===== src/rtl/prach_pkg.sv =====
// Shared types and constants for the PRACH radix-3 DIT butterfly.
// Latency: n/a (package only).
// Backpressure: n/a.
package prach_pkg;

    // Sample width of the real/imag data buses.
    localparam int DW = 18;

    // sqrt(3)/2 in Q1.17.
    localparam int SQRT3_HALF_Q17 = 113512;

    // Fraction bits of the constant. Accumulators hold Xk scaled by 2^FRAC.
    localparam int FRAC = 17;

    // Accumulator width. The largest magnitude is about 2^36, so 40 bits leave headroom.
    localparam int ACC_W = 40;

    typedef logic signed [DW-1:0]    smp_t;
    typedef logic signed [ACC_W-1:0] acc_t;

    typedef struct packed {
        smp_t re;
        smp_t im;
    } cplx_t;

    typedef struct packed {
        acc_t re;
        acc_t im;
    } cacc_t;

    // Position of the next expected input sample within a group.
    typedef enum logic [1:0] {
        PH_X0 = 2'd0,
        PH_S  = 2'd1,
        PH_D  = 2'd2
    } phase_e;

    // Output burst sequencer.
    typedef enum logic [1:0] {
        B_IDLE = 2'd0,
        B_X0   = 2'd1,
        B_X1   = 2'd2,
        B_X2   = 2'd3
    } burst_e;

endpackage


===== src/rtl/prach_ditfft3_bf2_if.sv =====
// Sample-stream bundle for the radix-3 butterfly: an input stream and an output stream.
// Latency: n/a (wiring only).
// Backpressure: none; both streams are valid-only.
// Ports: din_dr/din_di/din_dv/sync_in carry samples into the butterfly.
//        dout_dr/dout_di/dout_dv/sync_out carry results out of it.
// Modports: slave is the butterfly side; master is the source/sink side.
interface prach_ditfft3_bf2_if;
    import prach_pkg::*;

    smp_t din_dr;
    smp_t din_di;
    logic din_dv;
    logic sync_in;

    smp_t dout_dr;
    smp_t dout_di;
    logic dout_dv;
    logic sync_out;

    modport slave (
        input  din_dr, din_di, din_dv, sync_in,
        output dout_dr, dout_di, dout_dv, sync_out
    );

    modport master (
        output din_dr, din_di, din_dv, sync_in,
        input  dout_dr, dout_di, dout_dv, sync_out
    );

endinterface


===== src/rtl/prach_ditfft3_rndsat.sv =====
// Reduces an accumulator holding Xk*2^17 to Xk/2 as an 18-bit integer, then saturates it.
// Latency: 0 cycles (combinational).
// Backpressure: none.
// Ports: acc_i is the full-precision value; dat_o is the saturated sample.
// PRACH_DITFFT3_BF2_ROUND_EN defined selects round half up; otherwise the value is floored.
module prach_ditfft3_rndsat
    import prach_pkg::*;
(
    input  acc_t acc_i,
    output smp_t dat_o
);

    localparam acc_t SAT_MAX = acc_t'((1 <<< (DW - 1)) - 1);
    localparam acc_t SAT_MIN = -SAT_MAX - acc_t'(1);

    acc_t biased;
    acc_t scaled;

`ifdef PRACH_DITFFT3_BF2_ROUND_EN
    // Half an output LSB. One output LSB is 2^(FRAC+1), because of the /2 scaling.
    localparam acc_t HALF_LSB = acc_t'(1) <<< FRAC;
    assign biased = acc_i + HALF_LSB;
`else
    assign biased = acc_i;
`endif

    // An arithmetic shift floors toward minus infinity.
    assign scaled = biased >>> (FRAC + 1);

    always_comb begin
        dat_o = scaled[DW-1:0];
        if (scaled > SAT_MAX) begin
            dat_o = SAT_MAX[DW-1:0];
        end else if (scaled < SAT_MIN) begin
            dat_o = SAT_MIN[DW-1:0];
        end
    end

endmodule


===== src/rtl/prach_ditfft3_bf2.sv =====
// Radix-3 DIT butterfly. Input groups are x0, s=x1+x2, d=x2-x1; the outputs are X0, X1, X2, each scaled by 1/2.
// Latency: X0 appears 4 cycles after d is accepted, and X1 and X2 follow on the next two cycles.
// Backpressure: none; groups arrive at least 3 cycles apart, so output bursts never overlap.
// Ports: clk, rst_n (synchronous, active-low); io is the sample-stream bundle (slave side).
// Parameter INVERSE: 0 selects the forward twiddle; 1 selects the conjugate twiddle.
// Macro PRACH_DITFFT3_BF2_ROUND_EN: defined gives round half up, undefined gives floor (see rndsat).
module prach_ditfft3_bf2
    import prach_pkg::*;
#(
    parameter bit INVERSE = 1'b0
) (
    input  logic                clk,
    input  logic                rst_n,
    prach_ditfft3_bf2_if.slave  io
);

    localparam acc_t C_Q17 = acc_t'(SQRT3_HALF_Q17);

    cplx_t din;
    assign din.re = io.din_dr;
    assign din.im = io.din_di;

    // ---------------- group assembly ----------------
    phase_e phase_q, phase_d;
    cplx_t  x0_q, x0_d;
    cplx_t  s_q, s_d;
    logic   sync_pend_q, sync_pend_d;

    logic   a_vld_q, a_vld_d;
    logic   a_sync_q, a_sync_d;
    cplx_t  a_x0_q, a_x0_d;
    cplx_t  a_s_q, a_s_d;
    cplx_t  a_dif_q, a_dif_d;

    always_comb begin
        phase_d     = phase_q;
        x0_d        = x0_q;
        s_d         = s_q;
        sync_pend_d = sync_pend_q;
        a_vld_d     = 1'b0;
        a_sync_d    = 1'b0;
        a_x0_d      = a_x0_q;
        a_s_d       = a_s_q;
        a_dif_d     = a_dif_q;
        if (io.din_dv) begin
            // A sync restarts the group, which drops any partial group already collected.
            if (io.sync_in || phase_q == PH_X0) begin
                x0_d        = din;
                sync_pend_d = io.sync_in;
                phase_d     = PH_S;
            end else if (phase_q == PH_S) begin
                s_d     = din;
                phase_d = PH_D;
            end else begin
                a_vld_d  = 1'b1;
                a_sync_d = sync_pend_q;
                a_x0_d   = x0_q;
                a_s_d    = s_q;
                a_dif_d  = din;
                phase_d  = PH_X0;
            end
        end
    end

    // ---------------- butterfly arithmetic (values scaled by 2^FRAC) ----------------
    logic  b_vld_q, b_vld_d;
    logic  b_sync_q, b_sync_d;
    cacc_t b_x0_q, b_x0_d;
    cacc_t b_x1_q, b_x1_d;
    cacc_t b_x2_q, b_x2_d;

    acc_t x0r, x0i, sr, si, dr, di;
    acc_t cdr, cdi, hr, hi;

    always_comb begin
        x0r = acc_t'(a_x0_q.re);
        x0i = acc_t'(a_x0_q.im);
        sr  = acc_t'(a_s_q.re);
        si  = acc_t'(a_s_q.im);
        dr  = acc_t'(a_dif_q.re);
        di  = acc_t'(a_dif_q.im);
        cdr = dr * C_Q17;
        cdi = di * C_Q17;
        // This is x0 - s/2, aligned to the Q17 product scale.
        hr  = (x0r <<< FRAC) - (sr <<< (FRAC - 1));
        hi  = (x0i <<< FRAC) - (si <<< (FRAC - 1));

        b_vld_d   = a_vld_q;
        b_sync_d  = a_sync_q;
        b_x0_d.re = (x0r + sr) <<< FRAC;
        b_x0_d.im = (x0i + si) <<< FRAC;
        if (INVERSE == 1'b0) begin
            b_x1_d.re = hr - cdi;
            b_x1_d.im = hi + cdr;
            b_x2_d.re = hr + cdi;
            b_x2_d.im = hi - cdr;
        end else begin
            b_x1_d.re = hr + cdi;
            b_x1_d.im = hi - cdr;
            b_x2_d.re = hr - cdi;
            b_x2_d.im = hi + cdr;
        end
    end

    // ---------------- result hold and output burst ----------------
    burst_e state_q, state_d;
    cacc_t  h_x0_q, h_x0_d;
    cacc_t  h_x1_q, h_x1_d;
    cacc_t  h_x2_q, h_x2_d;
    logic   h_sync_q, h_sync_d;

    smp_t   dout_dr_q, dout_dr_d;
    smp_t   dout_di_q, dout_di_d;
    logic   dout_dv_q, dout_dv_d;
    logic   sync_out_q, sync_out_d;

    cacc_t  sel_acc;
    smp_t   rs_re, rs_im;

    always_comb begin
        state_d    = state_q;
        h_x0_d     = h_x0_q;
        h_x1_d     = h_x1_q;
        h_x2_d     = h_x2_q;
        h_sync_d   = h_sync_q;
        sel_acc    = h_x0_q;
        dout_dr_d  = dout_dr_q;
        dout_di_d  = dout_di_q;
        dout_dv_d  = 1'b0;
        sync_out_d = 1'b0;

        case (state_q)
            B_X0: begin
                sel_acc    = h_x0_q;
                dout_dv_d  = 1'b1;
                sync_out_d = h_sync_q;
                state_d    = B_X1;
            end
            B_X1: begin
                sel_acc   = h_x1_q;
                dout_dv_d = 1'b1;
                state_d   = B_X2;
            end
            B_X2: begin
                sel_acc   = h_x2_q;
                dout_dv_d = 1'b1;
                state_d   = B_IDLE;
            end
            default: state_d = B_IDLE;
        endcase

        if (dout_dv_d) begin
            dout_dr_d = rs_re;
            dout_di_d = rs_im;
        end

        // A new group can land during the X2 cycle at the earliest. The hold registers are
        // read before this edge, so reloading them here is safe.
        if (b_vld_q) begin
            h_x0_d   = b_x0_q;
            h_x1_d   = b_x1_q;
            h_x2_d   = b_x2_q;
            h_sync_d = b_sync_q;
            state_d  = B_X0;
        end
    end

    prach_ditfft3_rndsat u_rndsat_re (
        .acc_i (sel_acc.re),
        .dat_o (rs_re)
    );

    prach_ditfft3_rndsat u_rndsat_im (
        .acc_i (sel_acc.im),
        .dat_o (rs_im)
    );

    // ---------------- registers ----------------
    always_ff @(posedge clk) begin
        if (!rst_n) begin
            phase_q     <= PH_X0;
            x0_q        <= '0;
            s_q         <= '0;
            sync_pend_q <= 1'b0;
            a_vld_q     <= 1'b0;
            a_sync_q    <= 1'b0;
            a_x0_q      <= '0;
            a_s_q       <= '0;
            a_dif_q     <= '0;
            b_vld_q     <= 1'b0;
            b_sync_q    <= 1'b0;
            b_x0_q      <= '0;
            b_x1_q      <= '0;
            b_x2_q      <= '0;
            state_q     <= B_IDLE;
            h_x0_q      <= '0;
            h_x1_q      <= '0;
            h_x2_q      <= '0;
            h_sync_q    <= 1'b0;
            dout_dr_q   <= '0;
            dout_di_q   <= '0;
            dout_dv_q   <= 1'b0;
            sync_out_q  <= 1'b0;
        end else begin
            phase_q     <= phase_d;
            x0_q        <= x0_d;
            s_q         <= s_d;
            sync_pend_q <= sync_pend_d;
            a_vld_q     <= a_vld_d;
            a_sync_q    <= a_sync_d;
            a_x0_q      <= a_x0_d;
            a_s_q       <= a_s_d;
            a_dif_q     <= a_dif_d;
            b_vld_q     <= b_vld_d;
            b_sync_q    <= b_sync_d;
            b_x0_q      <= b_x0_d;
            b_x1_q      <= b_x1_d;
            b_x2_q      <= b_x2_d;
            state_q     <= state_d;
            h_x0_q      <= h_x0_d;
            h_x1_q      <= h_x1_d;
            h_x2_q      <= h_x2_d;
            h_sync_q    <= h_sync_d;
            dout_dr_q   <= dout_dr_d;
            dout_di_q   <= dout_di_d;
            dout_dv_q   <= dout_dv_d;
            sync_out_q  <= sync_out_d;
        end
    end

    assign io.dout_dr  = dout_dr_q;
    assign io.dout_di  = dout_di_q;
    assign io.dout_dv  = dout_dv_q;
    assign io.sync_out = sync_out_q;

endmodule


===== src/flat_wrapper.sv =====
// flat-port wrapper written by rule: the top's interface ports become plain ports
module prach_ditfft3_bf2_flat import prach_pkg::*;
#(
    parameter bit INVERSE = 1'b0
)
  (clk, rst_n, io_din_dr, io_din_di, io_din_dv, io_sync_in, io_dout_dr, io_dout_di, io_dout_dv, io_sync_out);
  prach_ditfft3_bf2_if io_i ();
  input  logic clk;
  input  logic rst_n;
  input wire logic [$bits(io_i.din_dr)-1:0] io_din_dr;
  input wire logic [$bits(io_i.din_di)-1:0] io_din_di;
  input wire logic [$bits(io_i.din_dv)-1:0] io_din_dv;
  input wire logic [$bits(io_i.sync_in)-1:0] io_sync_in;
  output wire logic [$bits(io_i.dout_dr)-1:0] io_dout_dr;
  output wire logic [$bits(io_i.dout_di)-1:0] io_dout_di;
  output wire logic [$bits(io_i.dout_dv)-1:0] io_dout_dv;
  output wire logic [$bits(io_i.sync_out)-1:0] io_sync_out;
  assign io_i.din_dr = io_din_dr;
  assign io_i.din_di = io_din_di;
  assign io_i.din_dv = io_din_dv;
  assign io_i.sync_in = io_sync_in;
  assign io_dout_dr = io_i.dout_dr;
  assign io_dout_di = io_i.dout_di;
  assign io_dout_dv = io_i.dout_dv;
  assign io_sync_out = io_i.sync_out;
  prach_ditfft3_bf2 #(.INVERSE(INVERSE)) u_core (.clk(clk), .rst_n(rst_n), .io(io_i));
endmodule

===== config.mk =====
export PLATFORM = sky130hd
export DESIGN_NAME = prach_ditfft3_bf2_flat
export DESIGN_NICKNAME = d
export VERILOG_FILES = /design/src/rtl/prach_pkg.sv /design/src/rtl/prach_ditfft3_bf2_if.sv /design/src/rtl/prach_ditfft3_rndsat.sv /design/src/rtl/prach_ditfft3_bf2.sv /design/src/flat_wrapper.sv
export SDC_FILE = /design/constraint.sdc
export NUM_CORES = 2
export LEC_CHECK = 0
export ABC_CLOCK_PERIOD_IN_PS = 21500
export BUFFER_PORTS_ARGS = -buffer_cell sky130_fd_sc_hd__buf_2
export CORE_MARGIN = 3
export CORE_UTILIZATION = 37
export CTS_CLUSTER_DIAMETER = 120
export DETAILED_ROUTE_END_ITERATION = 10
export GPL_ROUTABILITY_DRIVEN = 0
export PLACE_DENSITY = 0.49
export SLEW_MARGIN = 40
export SYNTH_ARGS = -nofsm -noshare
export SYNTH_HDL_FRONTEND = slang
export SYNTH_SLANG_ARGS = --single-unit

===== constraint.sdc =====
create_clock -name clk -period 21.5 [get_ports clk]
set_input_delay 2.15 -clock clk [delete_from_list [all_inputs] [get_ports clk]]
set_output_delay 2.15 -clock clk [all_outputs]
set_load 0.005 [all_outputs]

### Yosys cells after proc, flatten, opt, wreduce, memory -nomap -nowiden

Cells that the tools add are included.

* word-level logic and storage cells: 80
* output and inout port bits: 38
* bits in registers: 708

* $add $sub $neg: 8
* multiplexer cells: 11
* reductions and logical operators: 10
* $mul: 2
* magnitude comparators: 4
* bitwise logic cells: 4
* equal/unequal tests: 4

Operators with widths (number)
* $pmux W80 S2: 1
* $add A40 B40 Y40: 2
* $sub A40 B40 Y40: 2
* $mux W18: 4
* $sub A35 B34 Y36: 2
* $mul A18 B15 Y33 const B: 2
* $gt A22 B18 Y1 const B: 2
* $lt A22 B18 Y1 const B: 2
* $add A18 B18 Y19: 2
* $reduce_and A3 Y1: 2
* $reduce_or A3 Y1: 2
* $eq A2 B1 Y1 const B: 2
* $eq A2 B2 Y1 const B: 2
* $mux W2: 2
* $not A1 Y1: 4
* $pmux W2 S2: 1
* $reduce_and A2 Y1: 2
* $reduce_or A4 Y1: 1
* $mux W1: 3
* $logic_not A2 Y1: 1
* $reduce_or A2 Y1: 1
* $logic_or A1 B1 Y1: 1

### Depth between registers and ports, before layout

* depth after elaboration: 5
* depth in mapped cells: 33
* depth with buffers taken out: 32

### Hierarchy

A second synthesis with hierarchy kept.

* cell total of the unflattened synthesis: 4634
* area total of the unflattened synthesis: 40136.0 µm²

Modules (own cells, without submodules)
* prach_ditfft3_bf2: instances 1, area an instance 39077.5 µm², cells each 4500
* prach_ditfft3_rndsat: instances 2, area an instance 529.3 µm², cells each 67

### Least setup slack after synthesis

No wires, ideal clock.

* kind: register -> register
* start point: register u_core.a_dif_q[23] in the netlist's numbering
* end point: register u_core.b_x1_q[33] in the netlist's numbering
* data required time: 21385 ps
* period minus slack after synthesis: 7990 ps
* arrival: 7875 ps
* cell stages (with the launch flop): 33
* slack: 13510 ps
* cell sequence: dfxtp_1 -> ha_1 -> inv_1 -> fa_1 -> fa_1 -> fa_1 -> inv_1 -> fa_1 -> inv_1 -> fa_1 -> inv_1 -> ha_1 -> nor2_1 -> nor2_1 -> o31a_1 -> o21ai_0 -> a21oi_1 -> o21ai_0 -> a21oi_1 -> o21ai_0 -> mux2_2 -> or2_2 -> ha_1 -> clkbuf_1 -> inv_1 -> or4_1 -> o22ai_1 -> a211oi_1 -> o21ai_0 -> nand2_1 -> nand2_1 -> a211oi_1 -> a2111oi_0

* word-level cells in the longest chain between the ends: 2

RTL lines
* from (decl): line prach_ditfft3_bf2.sv:33 `cplx_t a_dif_q, a_dif_d;`
* from (signal assigned): line prach_ditfft3_bf2.sv:213 `a_dif_q <= a_dif_d;`
* $mul A18 B15 Y33: line prach_ditfft3_bf2.sv:82 `cdr = dr * C_Q17;`
* $add A40 B40 Y40: line prach_ditfft3_bf2.sv:94 `b_x1_d.im = hi + cdr;`
* to (signal assigned): line prach_ditfft3_bf2.sv:193 `b_x1_q <= '0;`
* to (signal assigned): line prach_ditfft3_bf2.sv:217 `b_x1_q <= b_x1_d;`
* to (decl): line prach_ditfft3_bf2.sv:69 `cacc_t b_x1_q, b_x1_d;`

Every way passes these cells.
A chain may end at the register's enable or synchronous reset.

### Worst setup path after layout

Same ends and word-level chain as after synthesis.

==> out/metrics.csv <==
stage,metric,value,unit
status,status,finished clean,
detailed_routing,drt-total-wl,96000,um
logic_synthesis,synth.most_common_cell,inv_1,
critical_path,crit_start,u_core.a_dif_q[23],
final_layout,drive_gt1_share,5.23,%
sta,fmax,110,MHz
final_layout,diodes,0,
sta,finClkSkew,0.0259,ns
final_layout,n_fill_cell,9602,
clock_network,cts_tree,done,
clock_network,holdBufCountCts,0,
sta,worst_slew_pin_slew,0.920,ns
power,ir_worst_vdd,0.0643,mV
sta,setup_tns,0,ns
floorplan,die_y,314,um
global_route,grt_pass1_vias,25700,
final_layout,layout.nets,4837,
placement,portBuffers,77,
clock_network,htreeDepth,2,
clock_network,postCtsSetupBuffers,0,
logic_synthesis,synth-edff-count,0,
placement,dpl.hpwl,75600,um
global_route,grt.met1_usage,31.3,%
logic_synthesis,synthCells,4145,
logic_synthesis,ys_types,71,
logic_synthesis,yosys_warnings,0,
critical_path,worstSetupStartpointType,flop,
clock_network,root_buffer,clkbuf_16,
power,p_seq_share,42.4,%
detailed_routing,route.detailed.drc,0,
flow_run,max-cap-violations,0,
critical_path,crit_type,reg -> reg,
power,internal_power,0.00163,W
power,power,0.00221,W
global_route,grt_usage,19.3,%
global_route,antenna_found_initial,5,
detailed_routing,ant_nets,0,
final_layout,stdcell_area,0.0388,mm2
sta,hold_violations,0,
sta,slew_headroom,38.2,%
global_route,met3_usage,2.12,%
placement,place_area,0.0367,mm2
detailed_routing,drt_iter0_markers,1773,
sta,post-route-period-util,42.3,%
sta,final.min_clock_period,9.10,ns
detailed_routing,dr_total_vias,26800,
detailed_routing,dr.pass1.iters,5,
critical_path,crit_slowest_cell,fa_1,
detailed_routing,wl_per_cell,17.6,um
final_layout,finalNonFillerCells,5445,
logic_synthesis,async_flop_share,0,%
detailed_routing,vias_per_cell,4.92,
global_route,grt_first_pass_wirelength,152000,um
critical_path,cp.required,22.00,ns
final_layout,syn2layout_area_growth,10.4,%
clock_network,cts_buffers,58,
power,p_leak,18.2,nW
floorplan,die-area,0.0986,mm2
logic_synthesis,syn_area_per_cell,8.47,um2
power,clkPwrFrac,46.2,%
floorplan,start_util,37.4,%
clock_network,path_clk_slew,0.06,ns
logic_synthesis,seq_area_frac_synth,27.1,%
clock_network,cts_buffer_depth,3,
worst_hold_path,hp-class,reg -> reg,
floorplan,core_area,0.0937,mm2
clock_network,ctsResizeCount,0,
critical_path,cp-end-kind,flop,
placement,dpl.cell_count,5340,
critical_path,crit_arrival,9.60,ns
global_route,grt_overflow,0,
logic_synthesis,synth_common_cells,"596 x inv_1, 553 x nand2_1, 476 x dfxtp_1",
floorplan,die_w,314,um
critical_path,slowest_delay,0.57,ns
power,power.switching,0.000573,W
logic_synthesis,ys.flop_type,dfxtp_1,
critical_path,worstPathMaxFanout,9,
power,powerDensity,56.9,mW/mm2
logic_synthesis,syn_nets,4835,
global_route,use_met2,27.3,%
sta,report.final.slew_viol_count,0,
global_route,busiest_layer,met1,
power,swShare,26.0,%
logic_synthesis,synth_top_area_cell,dfxtp_1,
clock_network,cts_sinks,476,
clock_network,clk-insertion-delay-late,0.62,ns
logic_synthesis,netlist_area,0.0351,mm2
floorplan,io_pins,78,
worst_hold_path,worstHoldStart,u_core.a_vld_q,
logic_synthesis,yosysTopAreaCellShare,27.1,%
floorplan,core.rowCount,112,
logic_synthesis,synth_area_leaders,"dfxtp_1 27%, fa_1 15%, ha_1 14%",
critical_path,timing.rr.start,u_core.a_dif_q[23],
power,combinationalPowerShare,11.4,%
sta,rsz0062_at_grt,false,
sta,finalSetupViolCount,0,
logic_synthesis,synth-seq-cells,476,
global_route,grt_start_max_net_pins,101,
==> per-layer routing <==
layer,up-vias,wire length [um]
met4,0,1600
met1,12600,52400
met3,88,3800
met2,496,38200
li1,13600,-
met5,-,0
==> registers in the layout, indices dropped and copies added, names as in the netlist, 36 cells and up <==
name	cells
u_core.h_x1_q	44
u_core.b_x0_q	36
u_core.b_x1_q	44
u_core.x0_q	36
u_core.b_x2_q	44
u_core.h_x2_q	44
u_core.a_dif_q	36
u_core.h_x0_q	36
u_core.a_s_q	36
u_core.a_x0_q	36
u_core.s_q	36
==> power by group through the flow <==
stage | clock [W] | combinational, W | sequential [W]
finish | 0.00102 | 0.000252 | 0.000934
global route | 0.00109 | 0.000280 | 0.000937
CTS | 0.00105 | 0.000251 | 0.000934
detailed placement | 0 | 0.000250 | 0.000954
global placement | 0 | 0.000249 | 0.000954
floorplan | 0 | 0.000180 | 0.000947
==> layout by cell type, fill, tap and decap left out, types with 10 or more instances in the layout <==
cell       Yosys  routed
inv_1        596     596
nand2_1      553     552
dfxtp_1      476     475
ha_1         382     380
a21oi_1      374     374
nor2_1       349     348
fa_1         268     268
mux2i_1      138     138
o21ai_0      125     124
xnor2_1       97      97
buf_2          1      77
nor3_1        72      72
a21o_1        63      63
clkbuf_16      0      59
xor2_1        54      54
a22oi_1       39      39
nand3_1       37      37
nand2b_1      35      35
nor2b_1       23      23
or3_1         22      22
and3_1        20      20
o21bai_1      19      19
a31oi_1       18      18
a211oi_1      17      17
buf_4          0      15
a21boi_0      14      14
and2_1        15      14
clkbuf_1     142      13
o31ai_1       12      12
clkbuf_8       0      12
o21a_1        12      11
nor3b_1       11      11
o211ai_1      10      10
nor4_1        10      10
==> path summary, 6_finish.rpt <==
kind | to | slack [ns] | depth (start not counted)
max reg2reg | u_core.b_x1_q[33] | 12.40 | 31
max | u_core.b_x1_q[33] | 12.40 | 31
min reg2reg | u_core.b_vld_q | 0.43 | 1
min | u_core.b_vld_q | 0.43 | 1
==> critical path, delay by kind of cell (launching register included) <==
| kind | cells | cell delay (ns) |
|---|---|---|
| and+or+nand+nor | 6 | 1.21 |
| muxes | 1 | 0.36 |
| buffers and inverters | 5 | 0.37 |
| AOI/OAI and AO/OA | 11 | 2.90 |
| DFF | 1 | 0.36 |
| adders and majority gates | 8 | 3.77 |
==> logic make-up (layout without fill, tap and decap cells) <==
logic type | Yosys count | count (layout) | synth area share (%)
xor gates and xnor gates | 151 | 151 | 3.77
buffers and inverters | 757 | 803 | 8.10
and+or+nand+nor | 1180 | 1180 | 14.4
DFF | 476 | 476 | 27.1
AOI/OAI and AO/OA | 791 | 791 | 13.7
adders and majority gates | 650 | 650 | 28.9
muxes | 140 | 140 | 4.00
==> per-stage QoR <==
step / setup WS, ns / utilization (%) / hold WS [ns]
6_report: 12.40 / 41.4 / 0.432
5_1_grt: 11.71 / 41.4 / 0.450
4_1_cts: 12.39 / 41.3 / 0.430
3_5_place_dp: 12.44 / 39.2 / 0.419
3_3_place_gp: 12.43 / 39.1 / 0.411
2_1_floorplan: 13.51 / - / 0.412
==> layout make-up <==
class,instances,area [um2],area share [%]
clock inverter,20,329,0.849
inverter,599,2260,5.82
clock buffer,84,1690,4.36
multi-input combinational,2912,22800,58.8
tap,1254,1570,4.05
sequential,476,9530,24.6
timing repair buffer,100,613,1.58
No activity file was read; power rests on OpenSTA's default activity.
